**config.mk**
```make
export PLATFORM = sky130hd
export DESIGN_NAME = tx_train_scheduler
export DESIGN_NICKNAME = d
export VERILOG_FILES = /design/src/rtl/tx_train_pkg.sv /design/src/rtl/tx_train_gap_timer.sv /design/src/rtl/tx_train_scheduler.sv
export SDC_FILE = /design/constraint.sdc
export NUM_CORES = 1
export LEC_CHECK = 0
export BUFFER_PORTS_ARGS = -buffer_cell sky130_fd_sc_hd__buf_4
export CAP_MARGIN = 20
export CORE_ASPECT_RATIO = 0.5
export CORE_MARGIN = 10
export CORE_UTILIZATION = 44
export CTS_CLUSTER_SIZE = 25
export DETAILED_ROUTE_END_ITERATION = 8
export PLACE_DENSITY = 0.67
export SLEW_MARGIN = 20
export SYNTH_ARGS = -nofsm -noshare
export SYNTH_HDL_FRONTEND = slang
export SYNTH_SLANG_ARGS = --single-unit
export TNS_END_PERCENT = 30
```
**constraint.sdc**
```tcl
create_clock -name clk -period 4.41 [get_ports clk]
set_input_delay 0.6615 -clock clk [delete_from_list [all_inputs] [get_ports clk]]
set_output_delay 0.6615 -clock clk [all_outputs]
set_load 0.005 [all_outputs]
```
**src/rtl/tx_train_pkg.sv**
```systemverilog
// Shared constants and types for the TX packet-train scheduler.
package tx_train_pkg;

  localparam int unsigned DefCntWidth   = 32;
  localparam int unsigned TrainCntWidth = 16;

  localparam logic [2:0] EncIdle      = 3'd0;
  localparam logic [2:0] EncPass      = 3'd1;
  localparam logic [2:0] EncPktGap    = 3'd2;
  localparam logic [2:0] EncTrainGap  = 3'd3;
  localparam logic [2:0] EncDrain     = 3'd4;

  typedef enum logic [2:0] {
    StIdle     = EncIdle,
    StPass     = EncPass,
    StPktGap   = EncPktGap,
    StTrainGap = EncTrainGap,
    StDrain    = EncDrain
  } state_e;

  typedef logic [TrainCntWidth-1:0] train_cnt_t;

  // A zero-length train would never complete, so it behaves as a single packet.
  function automatic train_cnt_t eff_train_len(input train_cnt_t len);
    return (len == '0) ? train_cnt_t'(1) : len;
  endfunction

endpackage

```
**src/rtl/tx_train_gap_timer.sv**
```systemverilog
// Idle-gap down-counter shared by the packet-gap and train-gap states.
module tx_train_gap_timer #(
  parameter int unsigned CNT_WIDTH = 32
) (
  input  logic                 clk,
  input  logic                 reset_n,
  input  logic                 load,
  input  logic                 en,
  input  logic [CNT_WIDTH-1:0] load_val,
  output logic                 expired
);

  localparam logic [CNT_WIDTH-1:0] CntOne = CNT_WIDTH'(1);

  logic [CNT_WIDTH-1:0] cnt_q;

  always_ff @(posedge clk or negedge reset_n) begin
    if (!reset_n) begin
      cnt_q <= '0;
    end else if (load) begin
      cnt_q <= load_val;
    end else if (en && (cnt_q != '0)) begin
      cnt_q <= cnt_q - CntOne;
    end
  end

  // Flags the last idle cycle, so the gap state leaves after exactly load_val cycles.
  assign expired = (cnt_q <= CntOne);

endmodule

```
**src/rtl/tx_train_scheduler.sv**
```systemverilog
// Paces an AXI4-Stream packet flow into trains with programmable packet and train gaps.
module tx_train_scheduler
  import tx_train_pkg::*;
#(
  parameter int unsigned AXI_DATA_WIDTH = 64,
  parameter int unsigned CNT_WIDTH      = DefCntWidth
) (
  input  logic                        clk,
  input  logic                        reset_n,

  input  logic                        start,
  input  logic                        stop,
  input  logic [TrainCntWidth-1:0]    cfg_train_len,
  input  logic [TrainCntWidth-1:0]    cfg_num_trains,
  input  logic [CNT_WIDTH-1:0]        cfg_pkt_gap,
  input  logic [CNT_WIDTH-1:0]        cfg_train_gap,

  input  logic [AXI_DATA_WIDTH-1:0]   s_tdata,
  input  logic [AXI_DATA_WIDTH/8-1:0] s_tstrb,
  input  logic                        s_tvalid,
  input  logic                        s_tlast,
  output logic                        s_tready,

  output logic [AXI_DATA_WIDTH-1:0]   m_tdata,
  output logic [AXI_DATA_WIDTH/8-1:0] m_tstrb,
  output logic                        m_tvalid,
  output logic                        m_tlast,
  input  logic                        m_tready,

  output logic                        busy,
  output logic                        done,
  output logic [CNT_WIDTH-1:0]        pkts_sent,
  output logic [TrainCntWidth-1:0]    trains_sent
);

  localparam logic [CNT_WIDTH-1:0]     CntOne   = CNT_WIDTH'(1);
  localparam logic [TrainCntWidth-1:0] TrainOne = TrainCntWidth'(1);

  state_e                   state_q, state_d;
  logic                     done_q, done_d;
  logic                     in_pkt_q, in_pkt_d;
  logic [CNT_WIDTH-1:0]     pkts_sent_q, pkts_sent_d;
  logic [TrainCntWidth-1:0] trains_sent_q, trains_sent_d;
  logic [TrainCntWidth-1:0] train_pkts_q, train_pkts_d;

  // Run configuration captured at start.
  logic [TrainCntWidth-1:0] train_len_q, train_len_d;
  logic [TrainCntWidth-1:0] num_trains_q, num_trains_d;
  logic [CNT_WIDTH-1:0]     pkt_gap_q, pkt_gap_d;
  logic [CNT_WIDTH-1:0]     train_gap_q, train_gap_d;

  logic                     gate;
  logic                     accept;
  logic                     end_beat;
  logic [TrainCntWidth-1:0] train_pkts_inc;
  logic [TrainCntWidth-1:0] trains_inc;
  logic                     train_done;
  logic                     final_train;

  logic                     gap_load;
  logic                     gap_en;
  logic [CNT_WIDTH-1:0]     gap_load_val;
  logic                     gap_expired;

  // Stream path: data is never touched, only valid/ready are gated.
  assign gate     = (state_q == StPass) || (state_q == StDrain);
  assign m_tdata  = s_tdata;
  assign m_tstrb  = s_tstrb;
  assign m_tlast  = s_tlast;
  assign m_tvalid = s_tvalid & gate;
  assign s_tready = m_tready & gate;

  assign accept   = m_tvalid & m_tready;
  assign end_beat = accept & s_tlast;

  assign train_pkts_inc = train_pkts_q + TrainOne;
  assign trains_inc     = trains_sent_q + TrainOne;
  assign train_done     = (train_pkts_inc == train_len_q);
  assign final_train    = train_done && (num_trains_q != '0) && (trains_inc == num_trains_q);

  assign gap_en = (state_q == StPktGap) || (state_q == StTrainGap);

  always_comb begin
    state_d       = state_q;
    done_d        = 1'b0;
    in_pkt_d      = in_pkt_q;
    pkts_sent_d   = pkts_sent_q;
    trains_sent_d = trains_sent_q;
    train_pkts_d  = train_pkts_q;
    train_len_d   = train_len_q;
    num_trains_d  = num_trains_q;
    pkt_gap_d     = pkt_gap_q;
    train_gap_d   = train_gap_q;
    gap_load      = 1'b0;
    gap_load_val  = pkt_gap_q;

    if (accept) begin
      in_pkt_d = ~s_tlast;
    end

    // Completed packets are counted identically in PASS and DRAIN.
    if (end_beat) begin
      pkts_sent_d = pkts_sent_q + CntOne;
      if (train_done) begin
        trains_sent_d = trains_inc;
        train_pkts_d  = '0;
      end else begin
        train_pkts_d = train_pkts_inc;
      end
    end

    unique case (state_q)
      StIdle: begin
        if (start) begin
          train_len_d   = eff_train_len(cfg_train_len);
          num_trains_d  = cfg_num_trains;
          pkt_gap_d     = cfg_pkt_gap;
          train_gap_d   = cfg_train_gap;
          pkts_sent_d   = '0;
          trains_sent_d = '0;
          train_pkts_d  = '0;
          in_pkt_d      = 1'b0;
          state_d       = StPass;
        end
      end

      StPass: begin
        if (stop) begin
          // A presented but unaccepted beat must not be withdrawn, so it drains too.
          if (end_beat) begin
            state_d = StIdle;
            done_d  = 1'b1;
          end else if (in_pkt_q || s_tvalid) begin
            state_d = StDrain;
          end else begin
            state_d = StIdle;
            done_d  = 1'b1;
          end
        end else if (end_beat) begin
          if (final_train) begin
            state_d = StIdle;
            done_d  = 1'b1;
          end else if (train_done) begin
            if (train_gap_q != '0) begin
              state_d      = StTrainGap;
              gap_load     = 1'b1;
              gap_load_val = train_gap_q;
            end
          end else if (pkt_gap_q != '0) begin
            state_d  = StPktGap;
            gap_load = 1'b1;
          end
        end
      end

      StPktGap, StTrainGap: begin
        if (stop) begin
          state_d = StIdle;
          done_d  = 1'b1;
        end else if (gap_expired) begin
          state_d = StPass;
        end
      end

      StDrain: begin
        if (end_beat) begin
          state_d = StIdle;
          done_d  = 1'b1;
        end
      end

      default: state_d = StIdle;
    endcase
  end

  always_ff @(posedge clk or negedge reset_n) begin
    if (!reset_n) begin
      state_q       <= StIdle;
      done_q        <= 1'b0;
      in_pkt_q      <= 1'b0;
      pkts_sent_q   <= '0;
      trains_sent_q <= '0;
      train_pkts_q  <= '0;
      train_len_q   <= TrainOne;
      num_trains_q  <= '0;
      pkt_gap_q     <= '0;
      train_gap_q   <= '0;
    end else begin
      state_q       <= state_d;
      done_q        <= done_d;
      in_pkt_q      <= in_pkt_d;
      pkts_sent_q   <= pkts_sent_d;
      trains_sent_q <= trains_sent_d;
      train_pkts_q  <= train_pkts_d;
      train_len_q   <= train_len_d;
      num_trains_q  <= num_trains_d;
      pkt_gap_q     <= pkt_gap_d;
      train_gap_q   <= train_gap_d;
    end
  end

  tx_train_gap_timer #(
    .CNT_WIDTH (CNT_WIDTH)
  ) u_gap_timer (
    .clk      (clk),
    .reset_n  (reset_n),
    .load     (gap_load),
    .en       (gap_en),
    .load_val (gap_load_val),
    .expired  (gap_expired)
  );

  assign busy        = (state_q != StIdle);
  assign done        = done_q;
  assign pkts_sent   = pkts_sent_q;
  assign trains_sent = trains_sent_q;

endmodule

```
== After elaboration in Yosys (flattened, before gate mapping) ==
Cells that the tools add are included.
W data, S select, Z words.

* Input bits: 175
* Word-level logic and storage cells: 101
* Bits in registers: 197

* Equal/unequal tests: 12
* Add/sub/neg operators: 4
* Bitwise gates (word level): 5
* Order comparisons: 1
* Muxes and demuxes: 51
* Reductions and logical operators: 17

{| class="wikitable"
|+ Operators with widths
! kind !! count
|-
| $mux W32 || 11
|-
| $mux W16 || 9
|-
| $reduce_bool A32 Y1 || 3
|-
| $mux W3 || 12
|-
| $add A16 B1 Y16 const B || 2
|-
| $add A32 B1 Y32 const B || 1
|-
| $eq A16 B16 Y1 || 2
|-
| $le A32 B1 Y1 const B || 1
|-
| $sub A32 B1 Y32 const B || 1
|-
| $mux W1 || 17
|-
| $logic_not A16 Y1 || 1
|-
| $reduce_bool A16 Y1 || 1
|-
| $pmux W3 S4 || 1
|-
| $ne A5 B4 Y1 const B || 2
|-
| $eq A3 B2 Y1 const B || 2
|-
| $ne A3 B3 Y1 const B || 2
|-
| $reduce_and A6 Y1 || 1
|-
| $and A1 B1 Y1 || 4
|-
| $ne A2 B2 Y1 const B || 2
|-
| $eq A3 B1 Y1 const B || 1
|-
| $eq A3 B3 Y1 const B || 1
|-
| $logic_and A1 B1 Y1 || 3
|-
| $logic_not A3 Y1 || 1
|-
| $logic_or A1 B1 Y1 || 3
|-
| other kinds (6) || 6
|}

== Longest topological paths before layout ==
Gate-level depths: netlist of the first run.

* Word-level depth: 9
* Gate-level depth with buffers: 12
* Mapped depth without buffers: 9

== Modules after synthesis ==
From an unflattened synthesis of the first run, not the netlist that was laid out.

* Cell total of the unflattened synthesis: 1304
* Area, all modules: 11383.4 µm²

{| class="wikitable"
|+ Modules (own cells, without submodules)
! module !! area an instance (µm²) !! instances !! seq. area each (µm²) !! cells an instance
|-
| tx_train_scheduler || 9312.7 || 1 || 4130.2 || 1070
|-
| tx_train_gap_timer || 2070.7 || 1 || 800.8 || 234
|}

== Worst setup path after synthesis of the first run ==
OpenSTA, ideal clock, no wires.

* Path type: register to register
* Start: register train_pkts_q[3]
* End: register u_gap_timer.cnt_q[25]
* Slack: 1.511 ns
* Arrival: 2.820 ns
* Stages on the path, launching flop included: 12
* Cell sequence: dfrtp_1 > buf_2 > nand4_1 > or4_1 > a2111oi_0 > nand4_1 > nor4_4 > nor3_1 > buf_2 > nor2_4 > buf_6 > mux2i_1

* Word-level cells in the longest chain between the ends: 9
* Elaborated cells between the ends (all ways): 16
* Those cells by class: 1 x add/sub; 1 x eq/ne; 11 x mux; 3 x reduce/logical

{| class="wikitable"
|+ RTL lines
! item !! RTL line !! text
|-
| from (decl) || tx_train_scheduler.sv:44 || <nowiki>logic [TrainCntWidth-1:0] train_pkts_q, train_pkts_d;</nowiki>
|-
| from (signal assigned) || tx_train_scheduler.sv:194 || <nowiki>train_pkts_q <= train_pkts_d;</nowiki>
|-
| $add A16 B1 Y16 (*) || tx_train_scheduler.sv:76 || <nowiki>assign train_pkts_inc = train_pkts_q + TrainOne;</nowiki>
|-
| $eq A16 B16 Y1 (*) || tx_train_scheduler.sv:78 || <nowiki>assign train_done = (train_pkts_inc == train_len_q);</nowiki>
|-
| $logic_and A1 B1 Y1 (2 in series) || tx_train_scheduler.sv:79 || <nowiki>assign final_train = train_done && (num_trains_q != '0) && (trains_inc == num_trains_q);</nowiki>
|-
| $mux W32 or $mux W1 (tied branches) || tx_train_scheduler.sv:140 || <nowiki>if (final_train) begin</nowiki>
|-
| $mux W32 or $mux W1 (tied branches) || tx_train_scheduler.sv:139 || <nowiki>end else if (end_beat) begin</nowiki>
|-
| $mux W32 or $mux W1 (tied branches) || tx_train_scheduler.sv:128 || <nowiki>if (stop) begin</nowiki>
|-
| $mux W32 or $mux W1 (tied branches) || tx_train_scheduler.sv:112 || <nowiki>unique case (state_q)</nowiki>
|-
| $mux W32 or $reduce_bool A2 Y1 (tied branches) || n/a ||
|-
| to (signal assigned) || tx_train_gap_timer.sv:21 || <nowiki>cnt_q <= load_val;</nowiki>
|-
| to (signal assigned) || tx_train_gap_timer.sv:23 || <nowiki>cnt_q <= cnt_q - CntOne;</nowiki>
|-
| to (decl) || tx_train_gap_timer.sv:15 || <nowiki>logic [CNT_WIDTH-1:0] cnt_q;</nowiki>
|}

Mark *: on every way between the ends. The rest lies on a longest branch, timed or not.
A chain may end at the register's enable or synchronous reset.

== Worst setup path in the final report of the first run ==
* Start: register train_pkts_q[2]
* End: register u_gap_timer.cnt_q[7]

The elaborated chain is that of the path after synthesis.

==> impl_results.html, run 1 <==
<table>
<tr><th>Metric</th><th>Value</th></tr>
<tr><th colspan="2">Run status</th></tr>
<tr><td>Result of the run</td><td>completed</td></tr>
<tr><th colspan="2">STA</th></tr>
<tr><td>Worst slew slack as a fraction of its limit</td><td>between 30% and 40%</td></tr>
<tr><td>Slew at the pin closest to its max-slew limit</td><td>0.913 ns</td></tr>
<tr><td>Worst clock skew</td><td>0.0174 ns</td></tr>
<tr><td>RSZ-0062 raised after global routing</td><td>no</td></tr>
<tr><td>Time the worst path needs with I/O delays and setup</td><td>3.80 ns</td></tr>
<tr><td>Highest attainable clock frequency</td><td>263 MHz</td></tr>
<tr><td>Total Negative Setup Slacks</td><td>0 ns</td></tr>
<tr><td>Max-slew violation count</td><td>0</td></tr>
<tr><td>Fin crit share</td><td>86.1%</td></tr>
<tr><td>Hold Fails Final Rpt</td><td>0</td></tr>
<tr><td>Final setup viols</td><td>0</td></tr>
<tr><th colspan="2">CTS</th></tr>
<tr><td>Reg clk slew, reported paths</td><td>0.07 ns</td></tr>
<tr><td>Clock buffer depth</td><td>2</td></tr>
<tr><td>Number of buffers added by the clock tree synthesis step</td><td>17</td></tr>
<tr><td>CTS hold repair buffers</td><td>0</td></tr>
<tr><td>TritonCTS clock tree</td><td>yes</td></tr>
<tr><td>Setup Fix Bufs, Post-CTS</td><td>0</td></tr>
<tr><td>Worst-skew pair later-pin latency</td><td>0.45 ns</td></tr>
<tr><td>Resized cells post-CTS</td><td>0</td></tr>
<tr><td>Clock Sink Count</td><td>197</td></tr>
<tr><td>Clock tree root driver cell</td><td>sky130_fd_sc_hd__clkbuf_16</td></tr>
<tr><td>H-tree levels</td><td>4</td></tr>
<tr><th colspan="2">Worst setup path</th></tr>
<tr><td>Crit Path Category</td><td>reg2reg</td></tr>
<tr><td>Data arrival time of the worst path</td><td>slightly above 4 ns</td></tr>
<tr><td>Worst setup SP type</td><td>register</td></tr>
<tr><td>Crit-path max FO</td><td>19</td></tr>
<tr><td>Kind of end point of the critical path</td><td>register</td></tr>
<tr><td>Required time of the critical path</td><td>4.70 ns</td></tr>
<tr><th colspan="2">Synth</th></tr>
<tr><td>Number of synthesized flops with an enable pin</td><td>0</td></tr>
<tr><td>Most used flip-flop cell after synthesis</td><td>sky130_fd_sc_hd__dfrtp_1</td></tr>
<tr><td>Combinational family with the most area after synthesis</td><td>simple AND/OR/NAND/NOR gates</td></tr>
<tr><td>FF+latch count, synth</td><td>197</td></tr>
<tr><td>Area share of the leading cell type in the synthesized netlist</td><td>44.7%</td></tr>
<tr><td>Fraction of synthesized area in multiplexers</td><td>0.548%</td></tr>
<tr><td>Top cells by area in the synthesized netlist</td><td>sky130_fd_sc_hd__dfrtp_1, sky130_fd_sc_hd__nand2_1, sky130_fd_sc_hd__buf_4</td></tr>
<tr><td>Post-synthesis cell type count</td><td>64</td></tr>
<tr><td>Share of synthesized cell area in full adder, half adder and majority cells</td><td>0.570%</td></tr>
<tr><td>Simple-gate share of the synthesized area</td><td>27.7%</td></tr>
<tr><td>Share of the synthesized area in compound gates (AO/OA/AOI/OAI)</td><td>9.36%</td></tr>
<tr><td>Synth Area per Inst</td><td>8.61 sq um</td></tr>
<tr><td>Cell taking the most area after synthesis</td><td>sky130_fd_sc_hd__dfrtp_1</td></tr>
<tr><td>Share of the synthesized netlist area taken by xor and xnor gates</td><td>roughly 8.5%</td></tr>
<tr><td>Synth top cells by count</td><td>sky130_fd_sc_hd__nand2_1, sky130_fd_sc_hd__dfrtp_1, sky130_fd_sc_hd__nor2_1</td></tr>
<tr><td>Count of warnings emitted by yosys</td><td>0</td></tr>
<tr><td>Net count of the mapped netlist</td><td>1454</td></tr>
<tr><td>FFs w/ async S/R, synth</td><td>100%</td></tr>
<tr><td>Post-Synthesis Cells</td><td>1274</td></tr>
<tr><td>Most common cell in the netlist</td><td>sky130_fd_sc_hd__nand2_1</td></tr>
<tr><td>Mapped Area</td><td>0.0110 sq mm</td></tr>
<tr><td>Share of the yosys chip area belonging to registers</td><td>45.0%</td></tr>
<tr><th colspan="2">Global routing</th></tr>
<tr><td>Largest net degree at the start of global routing</td><td>103</td></tr>
<tr><td>Overall track demand over capacity in global routing</td><td>18.3%</td></tr>
<tr><td>Via count of the first global-routing pass</td><td>9276</td></tr>
<tr><td>Total grt overflow</td><td>0</td></tr>
<tr><td>Initial antenna violation count</td><td>1</td></tr>
<tr><td>First-pass GRT wire length</td><td>48700 um</td></tr>
<tr><th colspan="2">Placed design</th></tr>
<tr><td>Half-perimeter wire length after placement</td><td>21400 um</td></tr>
<tr><td>Placement Cell Area</td><td>around 0.012 sq mm</td></tr>
<tr><td>Count of buffers inserted at the top-level ports</td><td>roughly 160</td></tr>
<tr><td>Routability Congestion</td><td>0.859</td></tr>
<tr><th colspan="2">Power and ir drop</th></tr>
<tr><td>Switching power of the nets</td><td>0.00244 W</td></tr>
<tr><td>Leakage power total</td><td>5.70 nW</td></tr>
<tr><td>Switching part of the total power</td><td>38.3%</td></tr>
<tr><td>Power share of the sequential group</td><td>46.6%</td></tr>
<tr><td>Cell Int Power</td><td>0.00393 W</td></tr>
<tr><td>Pwr Density</td><td>around 510 mW/mm^2</td></tr>
<tr><td>Worst-case vdd ir drop</td><td>298 uV</td></tr>
<tr><td>Part of the power in the clock network</td><td>about a quarter</td></tr>
<tr><td>Logic gate share of total power</td><td>29.5%</td></tr>
<tr><th colspan="2">Floorplan</th></tr>
<tr><td>Height of the die</td><td>132 um</td></tr>
<tr><td>Std-Cell Rows</td><td>40</td></tr>
<tr><td>Die span in x</td><td>between 200 and 250 um</td></tr>
<tr><td>Top-level port count</td><td>300</td></tr>
<tr><td>Starting density of the core</td><td>45.2%</td></tr>
<tr><td>Area of the core</td><td>0.0243 sq mm</td></tr>
<tr><td>Die area</td><td>0.0320 sq mm</td></tr>
<tr><th colspan="2">Layout</th></tr>
<tr><td>Antenna Diode Count</td><td>0</td></tr>
<tr><td>Number of nets in the layout</td><td>1501</td></tr>
<tr><td>Finished layout cell area</td><td>approximately 0.012 sq mm</td></tr>
<tr><td>Fill cell total of the finished layout</td><td>2299</td></tr>
<tr><td>Area occupied by registers</td><td>0.00493 sq mm</td></tr>
<tr><td>Layout cell share with drive strength beyond 1</td><td>16.2%</td></tr>
<tr><td>Area of the multi-input gates</td><td>a little over 0.005 sq mm</td></tr>
<tr><td>Area growth, synth to finish</td><td>13.2%</td></tr>
<tr><th colspan="2">Run</th></tr>
<tr><td>Max-cap violations</td><td>0</td></tr>
<tr><th colspan="2">Route</th></tr>
<tr><td>Detailed-route wire length</td><td>29600 um</td></tr>
<tr><td>Number of violations reported at the end of detailed-routing iteration 0</td><td>between 600 and 700</td></tr>
<tr><td>Wirelength per Cell</td><td>17.7 um</td></tr>
<tr><td>Residual antenna-violating net count after detailed routing</td><td>0</td></tr>
<tr><td>Via density</td><td>5.44</td></tr>
<tr><td>Number of detailed-routing iterations run before antenna repair</td><td>6</td></tr>
<tr><td>Total vias in the final route</td><td>9093</td></tr>
<tr><td>Number of design rule violations left after detail routing</td><td>0</td></tr>
<tr><th colspan="2">Hold path</th></tr>
<tr><td>Hold Path Class</td><td>in2async</td></tr>
</table>
power by group through the flow:
| stage | Clock, W | Sequential (W) | Combinational, W |
|---|---|---|---|
| global placement | 0 | 0.00298 | 0.00183 |
| finish | 0.00152 | 0.00297 | 0.00188 |
| CTS | 0.00156 | 0.00296 | 0.00190 |
| global route | 0.00163 | 0.00304 | 0.00215 |
| detailed placement | 0 | 0.00299 | 0.00189 |
| floorplan | 0 | 0.00278 | 0.00146 |
area by class of cell:
type / instances / share of cell area (%)
clock buffers: 19 / 3.65
flip-flops and latches: 197 / 39.7
multi-input cells: 914 / 41.3
repair buffers: 165 / 10.2
clock inverters: 13 / 0.938
inverters: 26 / 0.786
well taps: 336 / 3.39
critical path: stages (launching register included):
cell and delay [ns]:
sky130_fd_sc_hd__dfrtp_1 0.51, sky130_fd_sc_hd__nand4_1 0.19, sky130_fd_sc_hd__or4_1 0.54, sky130_fd_sc_hd__a2111oi_0 0.50
sky130_fd_sc_hd__nand4_1 0.26, sky130_fd_sc_hd__nor4_4 0.56, sky130_fd_sc_hd__nand2_1 0.61, sky130_fd_sc_hd__o22ai_1 0.35
sky130_fd_sc_hd__a221oi_2 0.11
per-stage QoR:
step / instances / utilization, % / hold WS [ns] / worst slack [ns] / total power [W]
after floorplan: 1274 / - / 0.366 / 1.51 / 0.00424
after global placement: 1638 / 48.8 / 0.490 / 0.804 / 0.00481
after detailed placement: 1638 / 48.8 / 0.492 / 0.734 / 0.00488
after CTS: 1670 / 51.1 / 0.348 / 0.700 / 0.00642
after global routing: 1670 / 51.1 / 0.371 / 0.352 / 0.00682
final: 1670 / 51.1 / 0.311 / 0.614 / 0.00637
routing by layer:
layer | track usage, % | routed length [um] | vias to the layer above | part of all wire (%)
met1 | 21.9 | 12700 | 4446 | 43
met3 | 5.18 | 1450 | 52 | 4.9
li1 | - | - | 4372 | -
met5 | 0 | 0 | - | 0
met4 | 4.90 | 500 | 0 | 1.7
met2 | 31.6 | 14900 | 223 | 50
path summary, 6_finish.rpt:
kind | start | endpoint | slack [ns] | cells after the start
worst max-delay path | train_pkts_q[2] | u_gap_timer.cnt_q[7] | 0.61 | 8
worst min-delay path | reset_n | train_pkts_q[9] | 0.31 | 1
worst max register to register | train_pkts_q[2] | u_gap_timer.cnt_q[7] | 0.61 | 8
worst min register to register | train_len_q[1] | train_len_q[1] | 0.50 | 2
max in group asynchronous | reset_n | u_gap_timer.cnt_q[0] | 3.07 | 2
min in group clk | cfg_train_gap[2] | train_gap_q[2] | 0.40 | 3
sequential cells by signal, indices dropped and copies added, names as in the netlist:
name / flops
train_pkts_q: 16
state_q: 3
train_len_q: 16
pkts_sent: 32
in_pkt_q: 1
train_gap_q: 32
done: 1
num_trains_q: 16
trains_sent: 16
u_gap_timer.cnt_q: 32
pkt_gap_q: 32
cell usage in the layout (no fill, tap or decap), types with 4 or more instances in the layout:
cell type,instances
sky130_fd_sc_hd__ha_1,5
sky130_fd_sc_hd__nor2b_1,13
sky130_fd_sc_hd__a22o_1,5
sky130_fd_sc_hd__o21ai_1,4
sky130_fd_sc_hd__or3_1,8
sky130_fd_sc_hd__a21oi_1,32
sky130_fd_sc_hd__nor4_1,39
sky130_fd_sc_hd__a221oi_1,10
sky130_fd_sc_hd__nand2b_1,9
sky130_fd_sc_hd__a21o_1,6
sky130_fd_sc_hd__and2_1,13
sky130_fd_sc_hd__mux2i_1,6
sky130_fd_sc_hd__o31ai_1,5
sky130_fd_sc_hd__nand3_1,39
sky130_fd_sc_hd__xnor2_1,49
sky130_fd_sc_hd__and3_1,22
sky130_fd_sc_hd__o21ai_0,33
sky130_fd_sc_hd__buf_4,162
sky130_fd_sc_hd__nand4_1,28
sky130_fd_sc_hd__clkbuf_16,17
sky130_fd_sc_hd__nand2_1,300
sky130_fd_sc_hd__o22ai_1,21
sky130_fd_sc_hd__nor3_1,38
sky130_fd_sc_hd__xor2_1,57
sky130_fd_sc_hd__inv_6,4
sky130_fd_sc_hd__nor2_1,95
sky130_fd_sc_hd__and4_1,10
sky130_fd_sc_hd__nor3b_1,10
sky130_fd_sc_hd__inv_1,26
sky130_fd_sc_hd__dfrtp_1,196
cells by family after synthesis:
| group | after synthesis |
|---|---|
| simple gates | 645 |
| flops | 197 |
| buf+inv | 163 |
| compound gates | 152 |
| xor+xnor | 106 |
| mux | 6 |
| fa+ha+maj | 5 |
No activity file was read; power rests on OpenSTA's default activity.
==> inputs of run 2 (changes only) <==
--- a/config.mk
+++ b/config.mk
@@ -10,9 +10,10 @@
 export CORE_ASPECT_RATIO = 0.5
 export CORE_MARGIN = 10
 export CORE_UTILIZATION = 44
+export CTS_CLUSTER_DIAMETER = 100
 export CTS_CLUSTER_SIZE = 25
 export DETAILED_ROUTE_END_ITERATION = 8
-export PLACE_DENSITY = 0.67
+export PLACE_DENSITY = 0.7
 export SLEW_MARGIN = 20
 export SYNTH_ARGS = -nofsm -noshare
 export SYNTH_HDL_FRONTEND = slang
==> constraint.sdc (replaced) <==
create_clock -name clk -period 3.22 [get_ports clk]
set_input_delay 0.483 -clock clk [delete_from_list [all_inputs] [get_ports clk]]
set_output_delay 0.483 -clock clk [all_outputs]
set_load 0.005 [all_outputs]
==> run 2 against run 1 <==
Effect of this change:
- sequential share of layout area down 1.2 points
- combinational power up 41%
- clock power up 57%
- count of clock-buffer cells in the layout down 1
- final area up 3.1%
- register-to-register slack worse by 0.57 ns
- utilization up 1.6 points
- clock skew down 0.0064 ns
- setup slack worse by 0.57 ns
- hold slack worse by 0.28 ns
- sequential power up 37%
- first-iteration DRC count up 16%
- largest cell class unchanged
- highest routed layer unchanged
==> impl_results.html, run 2 (same netlist as run 1, synthesis figures left out) <==
<table>
<tr><th>Metric</th><th>Value</th></tr>
<tr><th colspan="2">Placed design</th></tr>
<tr><td>Half-perimeter wire length after placement</td><td>22200 um (+3.7%)</td></tr>
<tr><td>Placement Cell Area</td><td>0.0121 sq mm (+2.1%)</td></tr>
<tr><td>Worst slack at placement</td><td>-0.219 ns (-0.952 ns)</td></tr>
<tr><td>Count of buffers inserted at the top-level ports</td><td>155 (unchanged)</td></tr>
<tr><td>Routability Congestion</td><td>0.869 (+1.1%)</td></tr>
<tr><th colspan="2">CTS</th></tr>
<tr><td>Clock Sink Count</td><td>197 (unchanged)</td></tr>
<tr><td>Clock tree root driver cell</td><td>sky130_fd_sc_hd__clkbuf_16</td></tr>
<tr><td>Worst-skew pair later-pin latency</td><td>0.46 ns (about the same)</td></tr>
<tr><td>TritonCTS clock tree</td><td>yes</td></tr>
<tr><td>H-tree levels</td><td>4 (unchanged)</td></tr>
<tr><td>Reg clk slew, reported paths</td><td>0.08 ns (about the same)</td></tr>
<tr><td>Number of buffers added by the clock tree synthesis step</td><td>17 (unchanged)</td></tr>
<tr><td>Clock buffer depth</td><td>2 (unchanged)</td></tr>
<tr><td>CTS hold repair buffers</td><td>0 (unchanged)</td></tr>
<tr><th colspan="2">Power and ir drop</th></tr>
<tr><td>Switching part of the total power</td><td>37.4% (-0.92 points)</td></tr>
<tr><td>Switching power of the nets</td><td>0.00340 W (+39%)</td></tr>
<tr><td>Cell Int Power</td><td>0.00570 W (+45%)</td></tr>
<tr><td>Worst-case vdd ir drop</td><td>487 uV (+64%)</td></tr>
<tr><td>Logic gate share of total power</td><td>29.1% (-0.4 points)</td></tr>
<tr><td>Power share of the sequential group</td><td>44.6% (-2.0 points)</td></tr>
<tr><td>Part of the power in the clock network</td><td>26.3% (+2.4 points)</td></tr>
<tr><td>Leakage power total</td><td>5.92 nW (+3.9%)</td></tr>
<tr><td>Pwr Density</td><td>711 mW/mm^2 (+38%)</td></tr>
<tr><th colspan="2">Worst setup path</th></tr>
<tr><td>R2r worst-path depth</td><td>10 (+2)</td></tr>
<tr><td>Endpoint of the worst register-to-register path</td><td>u_gap_timer.cnt_q[13]</td></tr>
<tr><td>Required time of the critical path</td><td>3.57 ns (-1.13 ns)</td></tr>
<tr><td>Worst setup SP type</td><td>register</td></tr>
<tr><td>Data arrival time of the worst path</td><td>3.52 ns (-0.57 ns)</td></tr>
<tr><td>Kind of end point of the critical path</td><td>register</td></tr>
<tr><td>Launch point of the worst reg-to-reg path</td><td>train_pkts_q[0]</td></tr>
<tr><td>Crit-path max FO</td><td>13 (-6)</td></tr>
<tr><td>Crit Path Category</td><td>reg2reg</td></tr>
<tr><td>Worst R2R Setup Slack</td><td>0.05 ns (-0.57 ns)</td></tr>
<tr><th colspan="2">Floorplan</th></tr>
<tr><td>Die area</td><td>0.0320 sq mm (unchanged)</td></tr>
<tr><td>Die span in x</td><td>243 um (unchanged)</td></tr>
<tr><td>Top-level port count</td><td>300 (unchanged)</td></tr>
<tr><td>Height of the die</td><td>132 um (unchanged)</td></tr>
<tr><td>Starting density of the core</td><td>45.2% (unchanged)</td></tr>
<tr><td>Std-Cell Rows</td><td>40 (unchanged)</td></tr>
<tr><td>Area of the core</td><td>0.0243 sq mm (unchanged)</td></tr>
<tr><th colspan="2">STA</th></tr>
<tr><td>Least setup slack across all paths after layout</td><td>0.0480 ns (-0.566 ns)</td></tr>
<tr><td>Worst slew slack as a fraction of its limit</td><td>46.7% (+7.6 points)</td></tr>
<tr><td>Total Negative Setup Slacks</td><td>0 ns (unchanged)</td></tr>
<tr><td>Final setup viols</td><td>0 (unchanged)</td></tr>
<tr><td>Slew at the pin closest to its max-slew limit</td><td>0.800 ns (-0.114 ns)</td></tr>
<tr><td>Fin crit share</td><td>98.5% (+12 points)</td></tr>
<tr><td>Worst clock skew</td><td>0.0109 ns (-0.00641 ns)</td></tr>
<tr><td>RSZ-0062 raised after global routing</td><td>yes</td></tr>
<tr><td>Highest attainable clock frequency</td><td>315 MHz (+20%)</td></tr>
<tr><td>Max-slew violation count</td><td>0 (unchanged)</td></tr>
<tr><td>Time the worst path needs with I/O delays and setup</td><td>3.17 ns (-0.624 ns)</td></tr>
<tr><td>Hold Fails Final Rpt</td><td>0 (unchanged)</td></tr>
<tr><th colspan="2">Route</th></tr>
<tr><td>Detailed-route wire length</td><td>30300 um (+2.2%)</td></tr>
<tr><td>Number of violations reported at the end of detailed-routing iteration 0</td><td>722 (+16%)</td></tr>
<tr><td>Residual antenna-violating net count after detailed routing</td><td>0 (unchanged)</td></tr>
<tr><td>Via density</td><td>5.52 (+1.3%)</td></tr>
<tr><td>Wirelength per Cell</td><td>17.8 um (+0.30%)</td></tr>
<tr><td>Number of detailed-routing iterations run before antenna repair</td><td>5 (-1)</td></tr>
<tr><td>Total vias in the final route</td><td>9387 (+3.2%)</td></tr>
<tr><td>Number of design rule violations left after detail routing</td><td>0 (unchanged)</td></tr>
<tr><th colspan="2">Global routing</th></tr>
<tr><td>Largest net degree at the start of global routing</td><td>80 (-22%)</td></tr>
<tr><td>Via count of the first global-routing pass</td><td>9582 (+3.3%)</td></tr>
<tr><td>First-pass GRT wire length</td><td>49400 um (+1.3%)</td></tr>
<tr><td>Total grt overflow</td><td>0 (unchanged)</td></tr>
<tr><td>Initial antenna violation count</td><td>0 (-1)</td></tr>
<tr><td>Overall track demand over capacity in global routing</td><td>18.7% (+0.38 points)</td></tr>
<tr><th colspan="2">Layout</th></tr>
<tr><td>Highest-count cells in the layout ignoring fill and taps</td><td>sky130_fd_sc_hd__nand2_1, sky130_fd_sc_hd__dfrtp_1, sky130_fd_sc_hd__buf_4</td></tr>
<tr><td>Finished layout cell area</td><td>0.0128 sq mm (+3.1%)</td></tr>
<tr><td>Antenna Diode Count</td><td>0 (unchanged)</td></tr>
<tr><td>Area growth, synth to finish</td><td>16.7%</td></tr>
<tr><td>Most common cell after layout, fill and taps aside</td><td>sky130_fd_sc_hd__nand2_1</td></tr>
<tr><td>Number of nets in the layout</td><td>1533 (+2.1%)</td></tr>
<tr><td>Layout cell share with drive strength beyond 1</td><td>18.5% (+2.3 points)</td></tr>
<tr><th colspan="2">Run</th></tr>
<tr><td>Max-cap violations</td><td>0 (unchanged)</td></tr>
<tr><th colspan="2">Run status</th></tr>
<tr><td>Result of the run</td><td>completed</td></tr>
<tr><th colspan="2">Hold path</th></tr>
<tr><td>Hold Path Class</td><td>in2async</td></tr>
</table>
-- run 2: repair_timing --
item / 4_1_cts / 5_1_grt
pin swaps: 0 / 2
resized for setup: 3 / 10
buffers inserted: 0 / 2
setup endpoints to repair: 26 / 63
-- run 2: metal layers --
layer  vias to the layer above  routed length [um]  track usage [%]
met5                         -                   0                0
met4                         0                 948             9.35
met3                        82                1350             3.52
met2                       263               15400             32.5
met1                      4605               12600             21.7
li1                       4437                   -                -
-- run 2: stage by stage --
stage                     utilization, %  power, W  std cells  hold slack [ns]
after floorplan                        -   0.00581       1274            0.187
after global placement              49.8   0.00662       1668            0.489
after detailed placement            49.8   0.00671       1668            0.487
after CTS                           52.5   0.00912       1700           0.0789
after global routing                52.7   0.00972       1702            0.111
final                               52.7   0.00910       1702           0.0346
-- run 2: final cells by class --
type	instances	area (sq um)
Clock buffer	18	429
Multi-Input combinational cell	914	5170
Timing Repair Buffer	197	1540
Fill cell	2259	11500
Tap cell	336	420
Clock inverter	14	218
Inverter	26	97.6
Sequential cell	197	4930
-- run 2: worst max-delay path by stage --
stage / cells after the start / start / slack, ns / endpoint
after floorplan: 11 / train_pkts_q[3] / 0.32 / u_gap_timer.cnt_q[25]
after global placement: 9 / train_pkts_q[0] / -0.06 / u_gap_timer.cnt_q[7]
after detailed placement: 9 / train_pkts_q[0] / -0.22 / u_gap_timer.cnt_q[27]
after CTS: 11 / train_pkts_q[0] / 0.01 / train_pkts_q[3]
after global routing: 10 / train_pkts_q[0] / -0.07 / u_gap_timer.cnt_q[12]
final: 10 / train_pkts_q[0] / 0.05 / u_gap_timer.cnt_q[13]
-- run 2: critical path: stages, from the launching register on --
cell	delay [ns]
sky130_fd_sc_hd__dfrtp_1	0.43
sky130_fd_sc_hd__nand4_1	0.19
sky130_fd_sc_hd__or4_4	0.59
sky130_fd_sc_hd__a2111oi_4	0.39
sky130_fd_sc_hd__nand4_1	0.23
sky130_fd_sc_hd__nor2_1	0.18
sky130_fd_sc_hd__and4bb_2	0.31
sky130_fd_sc_hd__buf_4	0.22
sky130_fd_sc_hd__nor2_4	0.08
sky130_fd_sc_hd__buf_4	0.17
sky130_fd_sc_hd__a221oi_1	0.27
-- run 2: power by group through the flow --
| stage | logic, W | registers [W] | clock network (W) |
|---|---|---|---|
| 3_3_place_gp | 0.00254 | 0.00407 | 0 |
| 4_1_cts | 0.00264 | 0.00405 | 0.00243 |
| 5_1_grt | 0.00302 | 0.00415 | 0.00255 |
| 3_5_place_dp | 0.00262 | 0.00409 | 0 |
| 6_report | 0.00265 | 0.00406 | 0.00239 |
| 2_1_floorplan | 0.00200 | 0.00380 | 0 |
